$ cat config.mk
export PLATFORM = sky130hd
export DESIGN_NAME = sqrt_arbiter
export DESIGN_NICKNAME = d
export VERILOG_FILES = /design/src/rtl/sqrt_pkg.sv /design/src/rtl/sqrt_rr_sel.sv /design/src/rtl/sqrt_arbiter.sv
export SDC_FILE = /design/constraint.sdc
export NUM_CORES = 1
export LEC_CHECK = 0
export ABC_AREA = 0
export ABC_CLOCK_PERIOD_IN_PS = 4500
export BUFFER_PORTS_ARGS = -buffer_cell sky130_fd_sc_hd__buf_2
export CAP_MARGIN = 25
export CELL_PAD_IN_SITES_DETAIL_PLACEMENT = 1
export CELL_PAD_IN_SITES_GLOBAL_PLACEMENT = 1
export CORE_ASPECT_RATIO = 0.5
export CORE_UTILIZATION = 37
export DETAILED_ROUTE_END_ITERATION = 12
export GPL_TIMING_DRIVEN = 0
export PLACE_DENSITY = 0.91
export SYNTH_ARGS = -nofsm -noshare
export SYNTH_HDL_FRONTEND = slang
export SYNTH_HIERARCHICAL = 1
export SYNTH_SLANG_ARGS = --single-unit
$ cat constraint.sdc
create_clock -name clk -period 4.5 [get_ports clk]
set_clock_uncertainty 0.15 [all_clocks]
set_input_delay 0.45 -clock clk [delete_from_list [all_inputs] [get_ports clk]]
set_output_delay 0.45 -clock clk [all_outputs]
set_load 0.02 [all_outputs]
$ cat src/rtl/sqrt_pkg.sv
// Shared types and constants for the two-requester square-root arbiter.
`timescale 1ns/1ps
package sqrt_pkg;

    typedef enum logic [1:0] {
        IDLE  = 2'd0,
        START = 2'd1,
        WAIT  = 2'd2,
        RESP  = 2'd3
    } state_t;

    localparam logic REQ_A = 1'b0;
    localparam logic REQ_B = 1'b1;

    localparam int DEF_WIDTH   = 16;
    localparam int DEF_TIMEOUT = 64;

endpackage

$ cat src/rtl/sqrt_rr_sel.sv
// Round-robin pick between requesters A and B; a tie goes to whoever was not served last.
`timescale 1ns/1ps
module sqrt_rr_sel
    import sqrt_pkg::*;
(
    input  logic [1:0] req,
    input  logic       last,
    output logic       grant,
    output logic       grant_vld
);

    always_comb begin
        grant = REQ_A;
        case (req)
            2'b01:   grant = REQ_A;
            2'b10:   grant = REQ_B;
            2'b11:   grant = (last == REQ_A) ? REQ_B : REQ_A;
            default: grant = REQ_A;
        endcase
    end

    assign grant_vld = |req;

endmodule

$ cat src/rtl/sqrt_arbiter.sv
// Shares one external square-root core between two requesters; all outputs registered.
`timescale 1ns/1ps
module sqrt_arbiter
    import sqrt_pkg::*;
#(
    parameter int WIDTH   = DEF_WIDTH,
    parameter int TIMEOUT = DEF_TIMEOUT
) (
    input  logic               clk,
    input  logic               rst,
    input  logic [1:0]         req,
    input  logic [WIDTH-1:0]   d_a,
    input  logic [WIDTH-1:0]   d_b,
    output logic [1:0]         ack,
    output logic [1:0]         res_valid,
    output logic [WIDTH/2-1:0] res_q,
    output logic               res_err,
    output logic               busy,
    output logic               sq_start,
    output logic [WIDTH-1:0]   sq_d,
    input  logic               sq_done,
    input  logic [WIDTH/2-1:0] sq_q
);

    localparam int CNT_W = $clog2(TIMEOUT + 1);
    localparam logic [CNT_W-1:0] CNT_LAST = CNT_W'(TIMEOUT - 1);

    state_t           state;
    logic             owner;
    logic             last;
    logic [CNT_W-1:0] cnt;
    logic [WIDTH-1:0] op_reg;
    logic             sel_grant;
    logic             sel_vld;

    function automatic logic [1:0] onehot(input logic idx);
        return idx ? 2'b10 : 2'b01;
    endfunction

    sqrt_rr_sel u_rr_sel (
        .req       (req),
        .last      (last),
        .grant     (sel_grant),
        .grant_vld (sel_vld)
    );

    assign sq_d = op_reg;

    always_ff @(posedge clk) begin
        if (rst) begin
            state     <= IDLE;
            owner     <= REQ_A;
            last      <= REQ_B;
            cnt       <= '0;
            op_reg    <= '0;
            ack       <= '0;
            res_valid <= '0;
            res_q     <= '0;
            res_err   <= 1'b0;
            busy      <= 1'b0;
            sq_start  <= 1'b0;
        end else begin
            ack       <= '0;
            res_valid <= '0;
            sq_start  <= 1'b0;
            case (state)
                IDLE: begin
                    if (sel_vld) begin
                        owner    <= sel_grant;
                        op_reg   <= sel_grant ? d_b : d_a;
                        ack      <= onehot(sel_grant);
                        sq_start <= 1'b1;
                        busy     <= 1'b1;
                        state    <= START;
                    end
                end
                START: begin
                    cnt   <= '0;
                    state <= WAIT;
                end
                WAIT: begin
                    cnt <= cnt + 1'b1;
                    // cnt==0 is the first WAIT cycle: a done level left over from before start is ignored
                    if (cnt != '0 && sq_done) begin
                        res_q     <= sq_q;
                        res_err   <= 1'b0;
                        res_valid <= onehot(owner);
                        state     <= RESP;
                    end else if (cnt == CNT_LAST) begin
                        res_q     <= '0;
                        res_err   <= 1'b1;
                        res_valid <= onehot(owner);
                        state     <= RESP;
                    end
                end
                RESP: begin
                    last  <= owner;
                    busy  <= 1'b0;
                    state <= IDLE;
                end
                default: state <= IDLE;
            endcase
        end
    end

endmodule

Word-level counts from Yosys, hierarchy flattened
Index checks and enable logic that the tools add are counted.
{"block": "totals", "register_bits": 42, "output_inout_bits": 31}
{"block": "classes", "add_sub_neg": 1, "eq_ne": 8, "mux": 19, "bitwise_logic": 3, "reduce_logical": 14}
{"cell": "16-bit 2-to-1 mux", "count": 1}
{"cell": "8-bit 2-to-1 mux", "count": 2}
{"cell": "2-bit 2-to-1 mux", "count": 7}
{"cell": "7-bit case mux with 2 select lines", "count": 1}
{"cell": "2-bit equality test (second input constant)", "count": 4}
{"cell": "2-bit case mux with 4 select lines", "count": 1}
{"cell": "2-bit AND reduction", "count": 4}
{"cell": "7-bit by 1-bit adder with 7-bit output (second input constant)", "count": 1}
{"cell": "7-bit by 6-bit equality test with 1-bit output (second input constant)", "count": 1}
{"cell": "7-bit nonzero test", "count": 1}
{"cell": "2-bit nonzero test", "count": 3}
{"cell": "2-bit OR reduction", "count": 3}
{"cell": "1-bit 2-to-1 mux", "count": 5}
{"cell": "1-bit case mux with 2 select lines", "count": 2}
{"cell": "3-bit inequality test (second input constant)", "count": 1}
{"cell": "1-bit inverter", "count": 3}
{"cell": "3-bit OR reduction", "count": 1}
{"cell": "2-bit by 1-bit equality test with 1-bit output (second input constant)", "count": 1}
{"cell": "2-bit zero test", "count": 1}
{"cell": "2-bit inequality test (second input constant)", "count": 1}
{"cell": "1-bit logical AND", "count": 1}

Depth between registers and ports, before layout
{"block": "depth", "depth_word": 4, "depth_mapped": 7, "mapped_depth_nobuf": 6}

Modules after synthesis
The synthesis kept the hierarchy.
{"mod": "sqrt_arbiter", "instances": 1, "cells_each": 176, "area_each_um2": 1745.4}
{"mod": "sqrt_rr_sel", "instances": 1, "cells_each": 2, "area_each_um2": 13.8}

Least setup slack after synthesis
No wires, ideal clock.
{"block": "synth_path", "kind": "register -> register", "start": "register cnt[0]", "end": "register state[0]", "setup_time_ns": 0.115, "t_arrival_ns": 1.746, "required_time_ns": 4.235, "path_slack_ns": 2.489, "path_stages_with_launch": 7, "path_buffers": 0, "path_cell_list": "dfxtp_1 inv_1 ha_1 or4b_1 o31a_1 o32a_1 o21a_1"}
{"block": "synth_between", "elab_chain_len": 4, "elab_cells_between_ends": 7, "classes_between": "eq/ne (2); mux (2); reduce/logical (3)"}
{"item": "start: declaration", "line_no": "sqrt_arbiter.sv:31", "source": "logic [CNT_W-1:0] cnt;"}
{"item": "start signal: assignment", "line_no": "sqrt_arbiter.sv:82", "source": "cnt <= cnt + 1'b1;"}
{"item": "7-bit nonzero test", "line_no": "sqrt_arbiter.sv:84", "source": "if (cnt != '0 && sq_done) begin"}
{"item": "1-bit logical AND", "line_no": "sqrt_arbiter.sv:84"}
{"item": "2-bit 2-to-1 mux or 3-bit inequality test (tied branches)"}
{"item": "2-bit case mux with 4 select lines or 2-bit AND reduction (tied branches)"}
{"item": "end signal: assignment", "line_no": "sqrt_arbiter.sv:74", "source": "state <= START;"}
{"item": "end signal: assignment", "line_no": "sqrt_arbiter.sv:88", "source": "state <= RESP;"}
{"item": "end signal: assignment", "line_no": "sqrt_arbiter.sv:93", "source": "state <= RESP;"}
{"item": "end: declaration", "line_no": "sqrt_arbiter.sv:28", "source": "state_t state;"}
Parallel ways exist; a longest one is shown, timed or not.
A chain may end at the register's enable or synchronous reset.

Worst setup path in the final report
{"block": "layout_path", "start": "register cnt[0]", "end": "register res_q[6]"}
{"block": "layout_between", "elab_chain_len": 4, "elab_cells_between_ends": 6, "classes_between": "eq/ne (1); mux (1); reduce/logical (4)"}
{"item": "7-bit nonzero test", "line_no": "sqrt_arbiter.sv:84"}
{"item": "1-bit logical AND", "line_no": "sqrt_arbiter.sv:84"}
{"item": "2-bit nonzero test (no line)"}
{"item": "2-bit AND reduction (no line)"}
{"item": "end signal: assignment", "line_no": "sqrt_arbiter.sv:85", "source": "res_q <= sq_q;"}
{"item": "end: declaration", "line_no": "sqrt_arbiter.sv:16", "source": "output logic [WIDTH/2-1:0] res_q,"}
Parallel ways exist; a longest one is shown, timed or not.

==> key figures <==
Synthesis
  – Post-synth ARST share: 0
  – Largest area contributor in the netlist: dfxtp_1
  – Number of synthesized flops with an enable pin: 0
  – Post-synthesis area per instance: 9.883 µm²
  – Ys Warns: 6
  – Sequential cell area fraction in the yosys report: 0.4780
  – Most used flip-flop cell after synthesis: dfxtp_1
  – Gate Count Post-Synth: 178
  – Yosys reg bits: 42
  – Distinct cells, synth: 35
  – Post-synthesis cell area: 1759 µm²
  – Area contributors post-synth: dfxtp_1 (48%), mux2i_1 (10%), a211oi_1 (7.3%)
  – Synth Net Count: 229
  – Share of the synthesized area in the top cell type: 0.4780

STA
  – RSZ-0062 raised after global routing: no
  – Setup TNS: 0 ns
  – Max Clk Rate: 0.4597 GHz
  – Pins Over Slew Limit: 0
  – Final min period: 2.176 ns
  – Final Cycle Share: 0.4834
  – Hold Vio Cnt, Final: 0
  – # setup viols final: 0
  – Relative slew slack: 0.5534
  – Worst Tran Pin Value: 0.6699 ns

Clock tree
  – Setup Buffers After CTS: 0
  – Clock Path Buffers: 2
  – Clock buffer count from CTS: 5
  – TritonCTS clock tree: yes
  – H-tree levels: 2
  – CTS clk-pin slew, worst paths: 0.07 ns
  – Root Buffer: clkbuf_8
  – CTS Hold Buffers Added: 0
  – Clock tree sinks: 42
  – Skew-Pair Late Insertion Delay: 0.29 ns
  – Post_cts resized: 0

Cells and area
  – Layout area overhead: 30.80%
  – Post-layout util: 0.5127
  – Net count, final: 312
  – N_diodes: 0
  – Layout cell share with drive strength beyond 1: 0.3333
  – # fillers: 532

Detailed routing
  – Vias/cell: 4.966
  – Number of remaining DRC errors: 0
  – Via Count: 1,624
  – Average wire per standard cell: 15.10 µm
  – Routed Antenna Nets: 0
  – Drt pass-1 iters: 4
  – Final Routed Wirelength: 4.939 mm
  – Initial DRC count: 20

Outcome
  – Status: complete, no violations

Setup path
  – Data arrival time of the worst path: 2.25 ns
  – Crit Reg-Reg Startpoint: cnt[0]$_SDFFE_PP0P_
  – Worst Setup Start Kind: flip-flop
  – Required time of the worst setup path: 4.58 ns
  – Crit. Startpoint: cnt[0]$_SDFFE_PP0P_
  – CP Capture Type: flip-flop
  – Worst-path fanout max: 8
  – Kind of critical path: reg -> reg

Floorplanning
  – Die area: 5051 µm²
  – Num rows: 17
  – Starting Density: 0.3920
  – Die Wd: 99.52 µm
  – I/O pin cnt: 76
  – DIE HEIGHT: 50.76 µm
  – Core footprint: 4488 µm²

Global route
  – Largest net degree at the start of global routing: 13
  – Vias in the first global route: 1,607
  – GRT Resource Usage Total: 0.1942
  – Initial antenna violation count: 0
  – Grt total ovfl: 0
  – First-pass GRT wire length: 7.479 mm

Worst hold path
  – Hold Crit Class: in -> reg
  – Hold path startpoint: sq_q[4]

Place
  – Port Buf Inserts: 75
  – Routability congestion estimate: 0.7185
  – HPWL after detailed placement: 3.683 mm

Job
  – Max_cap viols: 0

Pwr
  – Pwr/cell area: 554.3 nW/µm²
  – Peak supply drop: 0.1644 mV
  – P_leak: 1.046 nW
## critical path, stage by stage (launching register included)
cell and delay [ns]:
dfxtp_1 0.35, inv_1 0.07, ha_1 0.13, or4b_1 0.44
o31a_1 0.34, o31ai_4 0.42, a22o_1 0.21
## cells in the mapped netlist (all sizes together) (2+ instances only)
cell and instances:
mux2i 18, clkbuf 7, xor2 3, nand2 8, a21oi 5, nand4 2
nor2b 2, a211oi 17, nor2 24, nor3b 2, ha 6, nand2b 3
dfxtp 42, or2 2, a22o 8, or3 2, buf 3, o21ai 2
inv 6, and2 2, nor3 3
## through the flow
step / cells / hold WS [ns] / cell area (µm²) / total power, mW / worst slack (ns)
6_report: 327 / 0.2279 / 2301 / 1.275 / 2.324
3_5_place_dp: 319 / 0.3135 / 2217 / 1.046 / 2.205
2_1_floorplan: 178 / 0.2877 / 1759 / 0.8749 / 2.489
5_1_grt: 327 / 0.2337 / 2301 / 1.355 / 2.210
3_3_place_gp: 319 / 0.3030 / 2217 / 1.011 / 2.296
4_1_cts: 326 / 0.2215 / 2296 / 1.282 / 2.174
## flip-flops by register name, summed over array words and instances, names as in the netlist
name       cells
sq_d          16
res_q          8
cnt            7
ack            2
res_valid      2
state          2
busy           1
last           1
owner          1
res_err        1
sq_start       1
## logic make-up after synthesis
| family | Yosys count | synth area share |
|---|---|---|
| mux | 18 | 0.1024 |
| simple gates | 52 | 0.1451 |
| buf+inv | 16 | 0.03485 |
| xor+xnor | 4 | 0.01992 |
| compound gates | 40 | 0.1771 |
| fa+ha+maj | 6 | 0.04267 |
| flops | 42 | 0.4780 |
## path summary, 6_finish.rpt
| check | slack [ns] | endpoint | depth (start not counted) |
|---|---|---|---|
| worst max register to register | 2.32 | res_q[6]$_SDFFE_PP0P_ | 6 |
| worst min-delay path | 0.23 | res_q[4]$_SDFFE_PP0P_ | 2 |
| worst max-delay path | 2.32 | res_q[6]$_SDFFE_PP0P_ | 6 |
| worst min register to register | 0.33 | res_q[1]$_SDFFE_PP0P_ | 1 |
## layout make-up
cell class	instances	area, µm²	area share
inverters	6	22.52	0.009788
multi-input cells	120	857.1	0.3725
plain buffers	10	38.79	0.01686
repair buffers	76	380.4	0.1653
flip-flops and latches	42	840.8	0.3654
clock buffers	5	68.82	0.02991
well taps	66	82.58	0.03589
clock inverters	2	10.01	0.004350
## per-layer routing
metal  global-route usage  share of wire
met3              0.04457          0.025
met4              0.05882         0.0067
met5                    0              0
met2               0.3785           0.54
met1               0.2121           0.42
## where the power goes
part / internal [mW] / switching [mW]
logic: 0.197 / 0.343
clock network: 0.104 / 0.126
registers: 0.454 / 0.0507
total: 0.756 / 0.520
## cell usage in the layout (no fill, tap or decap), drive strengths merged, types with 6 or more instances in the layout
cell type / netlist / layout
a22o: 8 / 8
mux2i: 18 / 18
nor2: 24 / 24
inv: 6 / 6
buf: 3 / 78
nand2: 8 / 8
dfxtp: 42 / 42
ha: 6 / 6
clkbuf: 7 / 13
a211oi: 17 / 17
(Power assumes the default switching activity.)
